===== src/rtl/fetch_stage.sv =====
// IF stage: one-outstanding imem fetch, small fetch buffer, IF/ID register.
// Redirect (PCSF) reloads the PC, flushes buffer and IF/ID, and discards any in-flight response.
module fetch_stage #(
  parameter logic [63:0] RESET_PC  = 64'h0,
  parameter int          FB_DEPTH  = 2,
  parameter logic [31:0] NOP_INSTR = 32'h0000_0013
) (
  input  logic        clk,
  input  logic        rst,
  input  logic        PCSF,
  input  logic [63:0] PCTargetD,
  input  logic        StallD,
  output logic        imem_req,
  output logic [63:0] imem_addr,
  input  logic        imem_gnt,
  input  logic        imem_rvalid,
  input  logic [31:0] imem_rdata,
  output logic [31:0] InstrD,
  output logic [63:0] PCD,
  output logic [63:0] PCPlus4D,
  output logic        ValidD
);

  typedef enum logic [1:0] {S_FETCH, S_WAIT, S_DRAIN} state_t;

  localparam int             AW      = $clog2(FB_DEPTH);
  localparam int             CW      = AW + 1;
  localparam logic [CW-1:0]  DEPTH_C = CW'(FB_DEPTH);

  state_t         r_state, w_state_n;
  logic [63:0]    r_pc, w_pc_n;
  logic [63:0]    r_req_pc, w_req_pc_n;
  logic           r_req;
  logic [AW-1:0]  r_rd_ptr, r_wr_ptr, w_rd_ptr_n, w_wr_ptr_n;
  logic [CW-1:0]  r_count, w_count_n;
  logic [31:0]    r_fb_instr [FB_DEPTH];
  logic [63:0]    r_fb_pc    [FB_DEPTH];
  logic [31:0]    r_instr_d;
  logic [63:0]    r_pc_d, r_pc4_d;
  logic           r_valid_d;
  logic           w_gnt, w_push, w_pop;

  // A grant only counts while our registered request is actually up.
  assign w_gnt = r_req & imem_gnt;
  assign w_pop = !PCSF && !StallD && (r_count != '0);

  always_comb begin
    w_state_n  = r_state;
    w_pc_n     = r_pc;
    w_req_pc_n = r_req_pc;
    w_push     = 1'b0;
    case (r_state)
      S_FETCH: begin
        if (w_gnt) begin
          w_req_pc_n = r_pc;
          if (PCSF) begin
            w_state_n = S_DRAIN;
            w_pc_n    = PCTargetD;
          end else begin
            w_state_n = S_WAIT;
            w_pc_n    = r_pc + 64'd4;
          end
        end else if (PCSF) begin
          w_pc_n = PCTargetD;
        end
      end
      S_WAIT: begin
        if (PCSF) begin
          w_pc_n    = PCTargetD;
          w_state_n = imem_rvalid ? S_FETCH : S_DRAIN;
        end else if (imem_rvalid) begin
          w_push    = 1'b1;
          w_state_n = S_FETCH;
        end
      end
      S_DRAIN: begin
        if (PCSF) w_pc_n = PCTargetD;
        if (imem_rvalid) w_state_n = S_FETCH;
      end
      default: w_state_n = S_FETCH;
    endcase
  end

  always_comb begin
    w_rd_ptr_n = r_rd_ptr;
    w_wr_ptr_n = r_wr_ptr;
    w_count_n  = r_count;
    if (PCSF) begin
      w_rd_ptr_n = '0;
      w_wr_ptr_n = '0;
      w_count_n  = '0;
    end else begin
      if (w_push) w_wr_ptr_n = r_wr_ptr + AW'(1);
      if (w_pop)  w_rd_ptr_n = r_rd_ptr + AW'(1);
      w_count_n = r_count + CW'(w_push) - CW'(w_pop);
    end
  end

  always_ff @(posedge clk or posedge rst) begin
    if (rst) begin
      r_state  <= S_FETCH;
      r_pc     <= RESET_PC;
      r_req_pc <= '0;
      r_req    <= 1'b0;
      r_rd_ptr <= '0;
      r_wr_ptr <= '0;
      r_count  <= '0;
    end else begin
      r_state  <= w_state_n;
      r_pc     <= w_pc_n;
      r_req_pc <= w_req_pc_n;
      // Request decided from next-cycle state so it is a clean register output.
      r_req    <= (w_state_n == S_FETCH) && (w_count_n < DEPTH_C);
      r_rd_ptr <= w_rd_ptr_n;
      r_wr_ptr <= w_wr_ptr_n;
      r_count  <= w_count_n;
    end
  end

  always_ff @(posedge clk) begin
    if (w_push) begin
      r_fb_instr[r_wr_ptr] <= imem_rdata;
      r_fb_pc[r_wr_ptr]    <= r_req_pc;
    end
  end

  always_ff @(posedge clk or posedge rst) begin
    if (rst) begin
      r_instr_d <= NOP_INSTR;
      r_pc_d    <= '0;
      r_pc4_d   <= '0;
      r_valid_d <= 1'b0;
    end else if (PCSF) begin
      r_instr_d <= NOP_INSTR;
      r_pc_d    <= '0;
      r_pc4_d   <= '0;
      r_valid_d <= 1'b0;
    end else if (!StallD) begin
      if (r_count != '0) begin
        r_instr_d <= r_fb_instr[r_rd_ptr];
        r_pc_d    <= r_fb_pc[r_rd_ptr];
        r_pc4_d   <= r_fb_pc[r_rd_ptr] + 64'd4;
        r_valid_d <= 1'b1;
      end else begin
        r_instr_d <= NOP_INSTR;
        r_pc_d    <= '0;
        r_pc4_d   <= '0;
        r_valid_d <= 1'b0;
      end
    end
  end

  // The slot is reserved at grant time, so a push into a full buffer is a design error.
  assert property (@(posedge clk) disable iff (rst) !(w_push && (r_count == DEPTH_C)));

  assign imem_req  = r_req;
  assign imem_addr = r_pc;
  assign InstrD    = r_instr_d;
  assign PCD       = r_pc_d;
  assign PCPlus4D  = r_pc4_d;
  assign ValidD    = r_valid_d;

endmodule


===== config.mk =====
export PLATFORM = sky130hd
export DESIGN_NAME = fetch_stage
export DESIGN_NICKNAME = d
export VERILOG_FILES = /design/src/rtl/fetch_stage.sv
export SDC_FILE = /design/constraint.sdc
export NUM_CORES = 1
export LEC_CHECK = 0
export BUFFER_PORTS_ARGS = -buffer_cell sky130_fd_sc_hd__buf_2
export CAP_MARGIN = 20
export CORE_MARGIN = 8
export CORE_UTILIZATION = 40
export DETAILED_ROUTE_END_ITERATION = 16
export GPL_TIMING_DRIVEN = 0
export PLACE_DENSITY_LB_ADDON = 0.05
export RECOVER_POWER = 50
export SKIP_CTS_REPAIR_TIMING = 1
export SLEW_MARGIN = 20
export SYNTH_ARGS = -nofsm -noshare
export SYNTH_HDL_FRONTEND = slang
export SYNTH_SLANG_ARGS = --single-unit

===== constraint.sdc =====
create_clock -name clk -period 10.1 [get_ports clk]
set_input_delay 1.01 -clock clk [delete_from_list [all_inputs] [get_ports clk]]
set_output_delay 1.01 -clock clk [all_outputs]
set_load 0.02 [all_outputs]

# --- After elaboration in Yosys (flattened, before gate mapping) ---
# Memories as Yosys holds them, arrays and structs flattened.
# Cells that the tools add are included.
totals:
  in_bits: 102
  word_cells: 69
  ff_bits: 296
  out_inout_bits: 226
  mem_count: 2
  ram_bits: 192
memory_table:
  columns: ["name", "words", "width", "rd", "rd_clocked_by_memory_dff", "wr", "line", "source"]
  rows:
  - ["r_fb_pc", 2, 64, 1, 0, 1, "37", "logic [63:0] r_fb_pc [FB_DEPTH];"]
  - ["r_fb_instr", 2, 32, 1, 0, 1, "36", "logic [31:0] r_fb_instr [FB_DEPTH];"]
op_classes:
  n_eq_ne: 3
  bitwise: 1
  n_reduce_logical: 13
  add_sub_neg: 6
  mux: 32
  n_lt_le_gt_ge: 1
op_table:
  columns: ["op", "count"]
  rows:
  - ["$mux 64", 9]
  - ["$add 64x3->64 const B", 2]
  - ["$pmux 64 s2", 1]
  - ["$mux 32", 3]
  - ["$mux 1", 12]
  - ["$mux 2", 6]
  - ["$reduce_bool 2->1", 4]
  - ["$pmux 2 s3", 1]
  - ["$logic_not 2->1", 2]
  - ["$logic_and 1x1->1", 3]
  - ["$add 1x1->1 const B", 2]
  - ["$add 2x1->2", 1]
  - ["$eq 2x1->1 const B", 1]
  - ["$eq 2x2->1 const B", 1]
  - ["$logic_not 1->1", 2]
  - ["$lt 2x2->1 const B", 1]
  - ["$ne 2x2->1 const B", 1]
  - ["$reduce_and 2->1", 1]
  - ["$reduce_or 2->1", 1]
  - ["$sub 2x1->2", 1]
  - ["$and 1x1->1", 1]

# --- Logic depth before layout (Yosys ltp) ---
# Gate-level depths: netlist (run 1).
depth:
  depth_word: 8
  ltp_mapped: 15
  ltp_nobuf: 10

# --- Worst setup path before layout (run 1) ---
# No wires, ideal clock.
synth_timing:
  path_type: "input port to flip-flop"
  from: "input PCSF"
  to: "memory r_fb_instr[0][0] (enable)"
  n_path_buf: 2
  path_slack_ps: 3793
  stages: 5
  t_arrival_ps: 5755
  path_cell_list: "clkbuf_1 > clkinv_1 > clkbuf_1 > nand3_1 > nor2_1"
synth_between:
  elab_chain_cells: 4
synth_rtl:
  columns: ["item", "line", "source"]
  rows:
  - ["start: declaration", "10", "input logic PCSF,"]
  - ["$mux 1", "68", "if (PCSF) begin"]
  - ["$mux 1", "52", "case (r_state)"]
  - ["$mux 1", "121", "if (w_push) begin"]
  - ["$mux 1 (not written as such)", "122", "r_fb_instr[r_wr_ptr] <= imem_rdata;"]
  - ["end: declaration", "36", null]
# Every way passes these cells.

==> results.json, run 1 <==
{
  "status": "finished with violations",
  "violations": "max-capacitance violations, max-slew violations",
  "r2r_end": "PCPlus4D[48]",
  "hold_viol": 0,
  "drtIter0Drc": 1413,
  "grt_usage_pct": 23.6,
  "synthTopCellsByCount": "291 x dfrtp_1, 226 x nand2_1, 192 x edfxtp_1",
  "cts_buffers": 52,
  "grt_pass1_wl_um": 109000,
  "firstDrtPassIters": 8,
  "overflow": 0,
  "synth_ff_type": "dfrtp_1",
  "routed_via_density": 5.53,
  "swShare_pct": 31.2,
  "fmax_mhz": 200,
  "setup_viol": 0,
  "rsz0062_at_grt": "no",
  "p_int_mw": 3.95,
  "die_w_um": 247,
  "ant_nets": 0,
  "ir_drop_v": 0.000111,
  "clock_path_buffers": 3,
  "pwr-share-comb_pct": 19.3,
  "synth_seq_area_share_pct": 61.6,
  "reg2reg_from": "r_rd_ptr",
  "yosysTopAreaCell": "dfrtp_1",
  "hold_depth": 0,
  "place_hpwl_um": 56100,
  "synthTopCellsByArea": "dfrtp_1 34%, edfxtp_1 27%, mux2i_1 4.8%",
  "async_flop_share_pct": 60.5,
  "yosys_warnings": 0,
  "synth-edff-count": 192,
  "fin_worst_skew_ns": 0.0185,
  "r2r_setup_slack_ns": 5.24,
  "max-slew-margin-rel_pct": -146,
  "finish.utilization_pct": 48.7,
  "finalMaxSlewViolations": 96,
  "grt_pass1_vias": 16600,
  "start_util_pct": 40.4,
  "cts_tree": "done",
  "antenna_found_initial": 0,
  "place_congestion": 0.928,
  "synth_area_per_cell_um2": 11.8,
  "grt_max_degree": 103,
  "synthCells": 1800,
  "criticalPathCategory": "input port to asynchronous set/reset pin",
  "worst-r2r-cell-count": 15,
  "num-nets-final": 2302,
  "portBuffers": 327,
  "synth_top_area_share_pct": 34.2,
  "die_h_um": 247,
  "p_clk_share_pct": 34.0,
  "min_to": "r_fb_pc[1][60]",
  "synth_seq_cells": 486,
  "areaGrowthSynthToFinish_pct": 20.5,
  "h-tree-depth": 2,
  "power.density_nw_per_um2": 224,
  "cts.sinks": 486,
  "leakage_nw": 10.2,
  "tightest_slew_ns": 3.70,
  "startpoint_type": "input port",
  "core_um2": 52700,
  "p_seq_share_pct": 46.7,
  "timing.setup.tns_ns": 0,
  "clk_latency_ns": 0.60,
  "clkSlewWorstSetupHoldPaths_ns": 0.06,
  "syn_area_um2": 21300,
  "drive_gt1_share_pct": 19.1,
  "p_sw_mw": 1.79,
  "cp.arrival_ns": 4.85,
  "whs_ns": 0.467,
  "period_share_pct": 49.5,
  "root_buffer": "clkbuf_16",
  "yosys.cell_count.top_type": "dfrtp_1",
  "drv_cap": 2,
  "syn_nets": 1910,
  "endpoint_kind": "asynchronous set/reset pin",
  "rows": 84,
  "vias": 16200,
  "hp-start": "r_req_pc[60]",
  "drc": 0,
  "critical_path_peak_fanout": 59,
  "io_pins": 328,
  "dieArea_um2": 60900,
  "period_minus_slack_ns": 5.00,
  "cp_data_required_time_ns": 9.96,
  "wl_per_cell_um": 25.1,
  "synth_cell_types": 84,
  "wirelength_um": 73400,
  "hold_class": "flip-flop to flip-flop"
}
[state kept, by name (all words and copies together), names as in the netlist]
| register | flops |
|---|---|
| imem_addr | 64 |
| r_fb_instr | 64 |
| r_req_pc | 64 |
| r_wr_ptr | 1 |
| PCPlus4D | 62 |
| ValidD | 1 |
| imem_req | 1 |
| r_state | 2 |
| r_count | 2 |
| r_fb_pc | 128 |
| PCD | 64 |
| InstrD | 32 |
| r_rd_ptr | 1 |
[critical path, stage by stage]
cell and delay [ns]:
buf_2 0.10, clkinvlp_2 1.01, clkbuf_1 2.67
[cells in the final DEF, fill, tap and decap left out, drive strengths merged, types with 7 or more instances in the layout]
master,n
nor3,33
edfxtp,192
xnor2,17
and2,7
dfrtp,291
nor2,88
ha,8
and3,25
nor4,23
a211oi,14
mux2,62
o22a,12
nand2b,10
a21oi,57
clkinv,22
clkbuf,250
a22oi,22
o22ai,23
nand3,72
nor3b,8
nand4b,8
xor2,33
buf,250
or4,7
nor2b,8
nand2,226
inv,24
nand4,48
o21ai,168
mux2i,102
nand3b,18
[cell type report]
type | count | area [um^2]
multi-input cells | 1193 | 7640
clock inverters | 33 | 332
repair buffers | 338 | 1740
well taps | 688 | 861
clock buffers | 65 | 1410
plain buffers | 97 | 452
inverters | 24 | 91.3
fillers | 4911 | 27000
diodes | 1 | 2.50
flip-flops and latches | 486 | 13100
[per-stage QoR]
step | worst slack, ns | instances | power (mW) | cell area (um^2)
floorplan | 0.976 | 1800 | 3.32 | 21300
global placement | -3.04 | 2815 | 3.80 | 23800
detailed placement | 5.23 | 2826 | 3.84 | 24100
CTS | 5.19 | 2924 | 5.80 | 25800
global route | 4.31 | 2924 | 6.00 | 25700
finish | 5.10 | 2925 | 5.74 | 25700
[metal layers]
layer	global-route usage, %	vias up	wire length [um]
li1	-	7470	-
met1	32.4	7998	33100
met2	37.0	564	33100
met3	4.69	136	4360
met4	8.73	0	2750
met5	0	-	0
[power by group through the flow]
stage | Clock, mW | Sequential, mW | Combinational, mW
finish | 1.95 | 2.68 | 1.11
global route | 2.08 | 2.72 | 1.20
CTS | 2.00 | 2.68 | 1.13
detailed placement | 0 | 2.71 | 1.12
global placement | 0 | 2.71 | 1.10
floorplan | 0 | 2.71 | 0.615
[kinds of logic (layout without fill, tap and decap cells)]
group / after synthesis / after routing / share of synthesized area [%]
buffers and inverters: 121 / 557 / 2.54
flip-flops: 486 / 486 / 61.6
adder cells (fa/ha/maj): 8 / 8 / 0.470
other: 0 / 1 / 0
XOR/XNOR: 50 / 50 / 2.06
AND/OR/NAND/NOR: 604 / 604 / 14.5
AO/OA/AOI/OAI: 367 / 367 / 10.7
multiplexers: 164 / 164 / 8.09
[worst max-delay path by stage]
| stage | start | end | slack, ns | cells past startpoint |
|---|---|---|---|---|
| after floorplan | rst | InstrD[10] | 0.98 | 1 |
| after global placement | rst | InstrD[29] | -3.04 | 2 |
| after detailed placement | r_rd_ptr | PCPlus4D[60] | 5.23 | 15 |
| after CTS | r_rd_ptr | PCPlus4D[60] | 5.19 | 15 |
| after global routing | rst | imem_addr[40] | 4.31 | 3 |
| final | rst | imem_addr[38] | 5.10 | 3 |
No activity file was read; power rests on OpenSTA's default activity.
==> run 2, diff against run 1 <==
--- a/config.mk
+++ b/config.mk
@@ -5,6 +5,7 @@
 export SDC_FILE = /design/constraint.sdc
 export NUM_CORES = 1
 export LEC_CHECK = 0
+export ABC_AREA = 1
 export BUFFER_PORTS_ARGS = -buffer_cell sky130_fd_sc_hd__buf_2
 export CAP_MARGIN = 20
 export CORE_MARGIN = 8
==> constraint.sdc (replaced) <==
create_clock -name clk -period 4.9 [get_ports clk]
set_input_delay 0.49 -clock clk [delete_from_list [all_inputs] [get_ports clk]]
set_output_delay 0.49 -clock clk [all_outputs]
set_load 0.02 [all_outputs]
==> results.json, run 2 <==
{
  "firstDrtPassIters": 5,
  "cp_data_required_time_ns": 5.70,
  "clk_latency_ns": 0.62,
  "grt_pass1_vias": 19600,
  "drtIter0Drc": 1830,
  "place_hpwl_um": 69500,
  "fmax_mhz": 261,
  "drive_gt1_share_pct": 12.7,
  "core_um2": 57300,
  "status": "finished with violations",
  "synth_area_per_cell_um2": 8.94,
  "drc": 0,
  "clock_path_buffers": 3,
  "portBuffers": 326,
  "ir_drop_v": 0.000300,
  "synthCells": 2568,
  "setup_viol": 0,
  "hold_class": "input port to flip-flop",
  "period_share_pct": 78.1,
  "max-slew-margin-rel_pct": -13.5,
  "period_minus_slack_ns": 3.83,
  "synthAdderAreaFrac_pct": 0.436,
  "nFillCells": 5708,
  "synthTopCellsByCount": "706 x nand2_1, 291 x dfrtp_1, 247 x o21ai_0",
  "num-nets-final": 3078,
  "final_common_cell": "nand2_1",
  "synth_seq_area_share_pct": 57.2,
  "yosys_warnings": 0,
  "wl_per_cell_um": 23.6,
  "critical_path_peak_fanout": 32,
  "drv_cap": 2,
  "antenna_found_initial": 0,
  "syn_nets": 2678,
  "start_util_pct": 40.1,
  "dpl_cell_area_um2": 26000,
  "violations": "max-capacitance violations, max-slew violations",
  "areaGrowthSynthToFinish_pct": 19.6,
  "finalMaxSlewViolations": 48,
  "synth_seq_cells": 486,
  "synthXorXnorAreaFrac_pct": 0.763,
  "dieArea_um2": 65300,
  "largest_register": "r_fb_pc",
  "synth-simple-area-share_pct": 23.6,
  "synth_ff_type": "dfrtp_1",
  "cts_tree": "done",
  "layout_common_cells": "706 x nand2_1, 291 x dfrtp_1, 264 x clkbuf_1",
  "synth-edff-count": 192,
  "synth_cell_types": 59,
  "tightest_slew_ns": 1.70,
  "synth_top_area_share_pct": 31.7,
  "grt_pass1_wl_um": 131000,
  "synth_top_family_by_area": "simple AND/OR/NAND/NOR gates",
  "grt_usage_pct": 26.4,
  "largest_register_ff_count": 128,
  "grt_max_degree": 33,
  "fin_worst_skew_ns": 0.0240,
  "synth-compound-area-share_pct": 9.76,
  "root_buffer": "clkbuf_16",
  "rows": 88,
  "antennaDiodeCount": 0,
  "leakage_nw": 11.6,
  "synthMuxAreaShare_pct": 1.93,
  "die_w_um": 256,
  "criticalPathCategory": "input port to asynchronous set/reset pin",
  "routed_via_density": 5.27,
  "syn_area_um2": 22900,
  "die_h_um": 256,
  "cts_buffers": 52,
  "finish.utilization_pct": 48.0,
  "synthTopCellsByArea": "dfrtp_1 32%, edfxtp_1 25%, nand2_1 12%",
  "cp.arrival_ns": 4.63,
  "io_pins": 328,
  "yosys.cell_count.top_type": "nand2_1",
  "vias": 19900,
  "multi_input_area_um2": 8390,
  "stdcell_area_um2": 27500,
  "async_flop_share_pct": 60.5,
  "h-tree-depth": 2,
  "wirelength_um": 89000,
  "cts.sinks": 486,
  "whs_ns": 0.0620,
  "power.density_nw_per_um2": 468,
  "yosysTopAreaCell": "dfrtp_1",
  "place_congestion": 0.951,
  "rsz0062_at_grt": "no",
  "ant_nets": 0,
  "overflow": 0,
  "startpoint_type": "input port",
  "clkSlewWorstSetupHoldPaths_ns": 0.06,
  "seq_area_um2": 13100,
  "endpoint_kind": "asynchronous set/reset pin",
  "hold_viol": 0
}
## run 2: cell count changes in the layout (fill, tap and decap cells not counted), moves of 69 or more
cell      previous run  this run
nor2_1              85       223
nand2_1            226       706
o21ai_0            164       247
clkbuf_1           193       264
inv_1               21       234
nand3_1             71       150
mux2i_1            102        33
## run 2: power by group
| part | internal (mW) | switching [mW] |
|---|---|---|
| Combinational | 0.849 | 2.23 |
| Sequential | 4.95 | 0.700 |
| Clock | 2.37 | 1.74 |
## run 2: cells by family (layout without fill, tap and decap cells)
family          Yosys count  in the layout
simple gates           1256           1256
compound gates          403            403
xor+xnor                 20             20
buf+inv                 352            795
flops                   486            486
mux                      43             43
fa+ha+maj                 8              8
## run 2: layer usage
layer | part of all wire (%) | up-vias | wire, um | GRT usage (%)
met3 | 5.3 | 154 | 4720 | 3.46
met5 | 0 | - | 0 | 0
met4 | 3.4 | 0 | 3050 | 8.83
met1 | 43 | 9713 | 38600 | 35.1
met2 | 48 | 723 | 42600 | 44.4
li1 | - | 9318 | - | -
## run 2: cell type report
type                    instances  area share, %
multi-input cells            1730           30.6
inverters                     250           3.44
well taps                     765           3.49
clock inverters                28          0.952
repair buffers                346           6.35
clock buffers                  69           5.58
plain buffers                 102           1.83
flip-flops and latches        486           47.8
## run 2: worst paths after layout
path	startpoint	end	slack, ns	cells past startpoint
max	rst	PCPlus4D[48]	1.07	8
min	imem_rdata[1]	r_fb_instr[1][1]	0.06	1
max reg2reg	r_count[1]	imem_req	1.17	10
min reg2reg	r_req_pc[1]	r_fb_pc[0][1]	0.47	0
max in group clk	PCSF	imem_req	1.17	10
min in group asynchronous	rst	imem_addr[9]	0.54	3
## run 2: worst max-delay path, cell delays in order
cell           delay, ns
dlygate4sd3_1       0.53
buf_2               0.12
clkinvlp_2          0.51
clkbuf_1            1.23
buf_12              0.30
buf_12              0.21
clkbuf_1            0.88
buf_12              0.30
## run 2: metrics by stage
step           setup slack (ns)  setup TNS [ns]  power (mW)  cells
4_1_cts                    1.19               0        12.9   3775
6_report                   1.07               0        12.8   3776
5_1_grt                   0.559               0        13.4   3776
3_5_place_dp              0.895               0        8.80   3678
3_3_place_gp              -3.78        -1201.78        8.70   3659
2_1_floorplan            -0.736         -141.32        7.28   2568
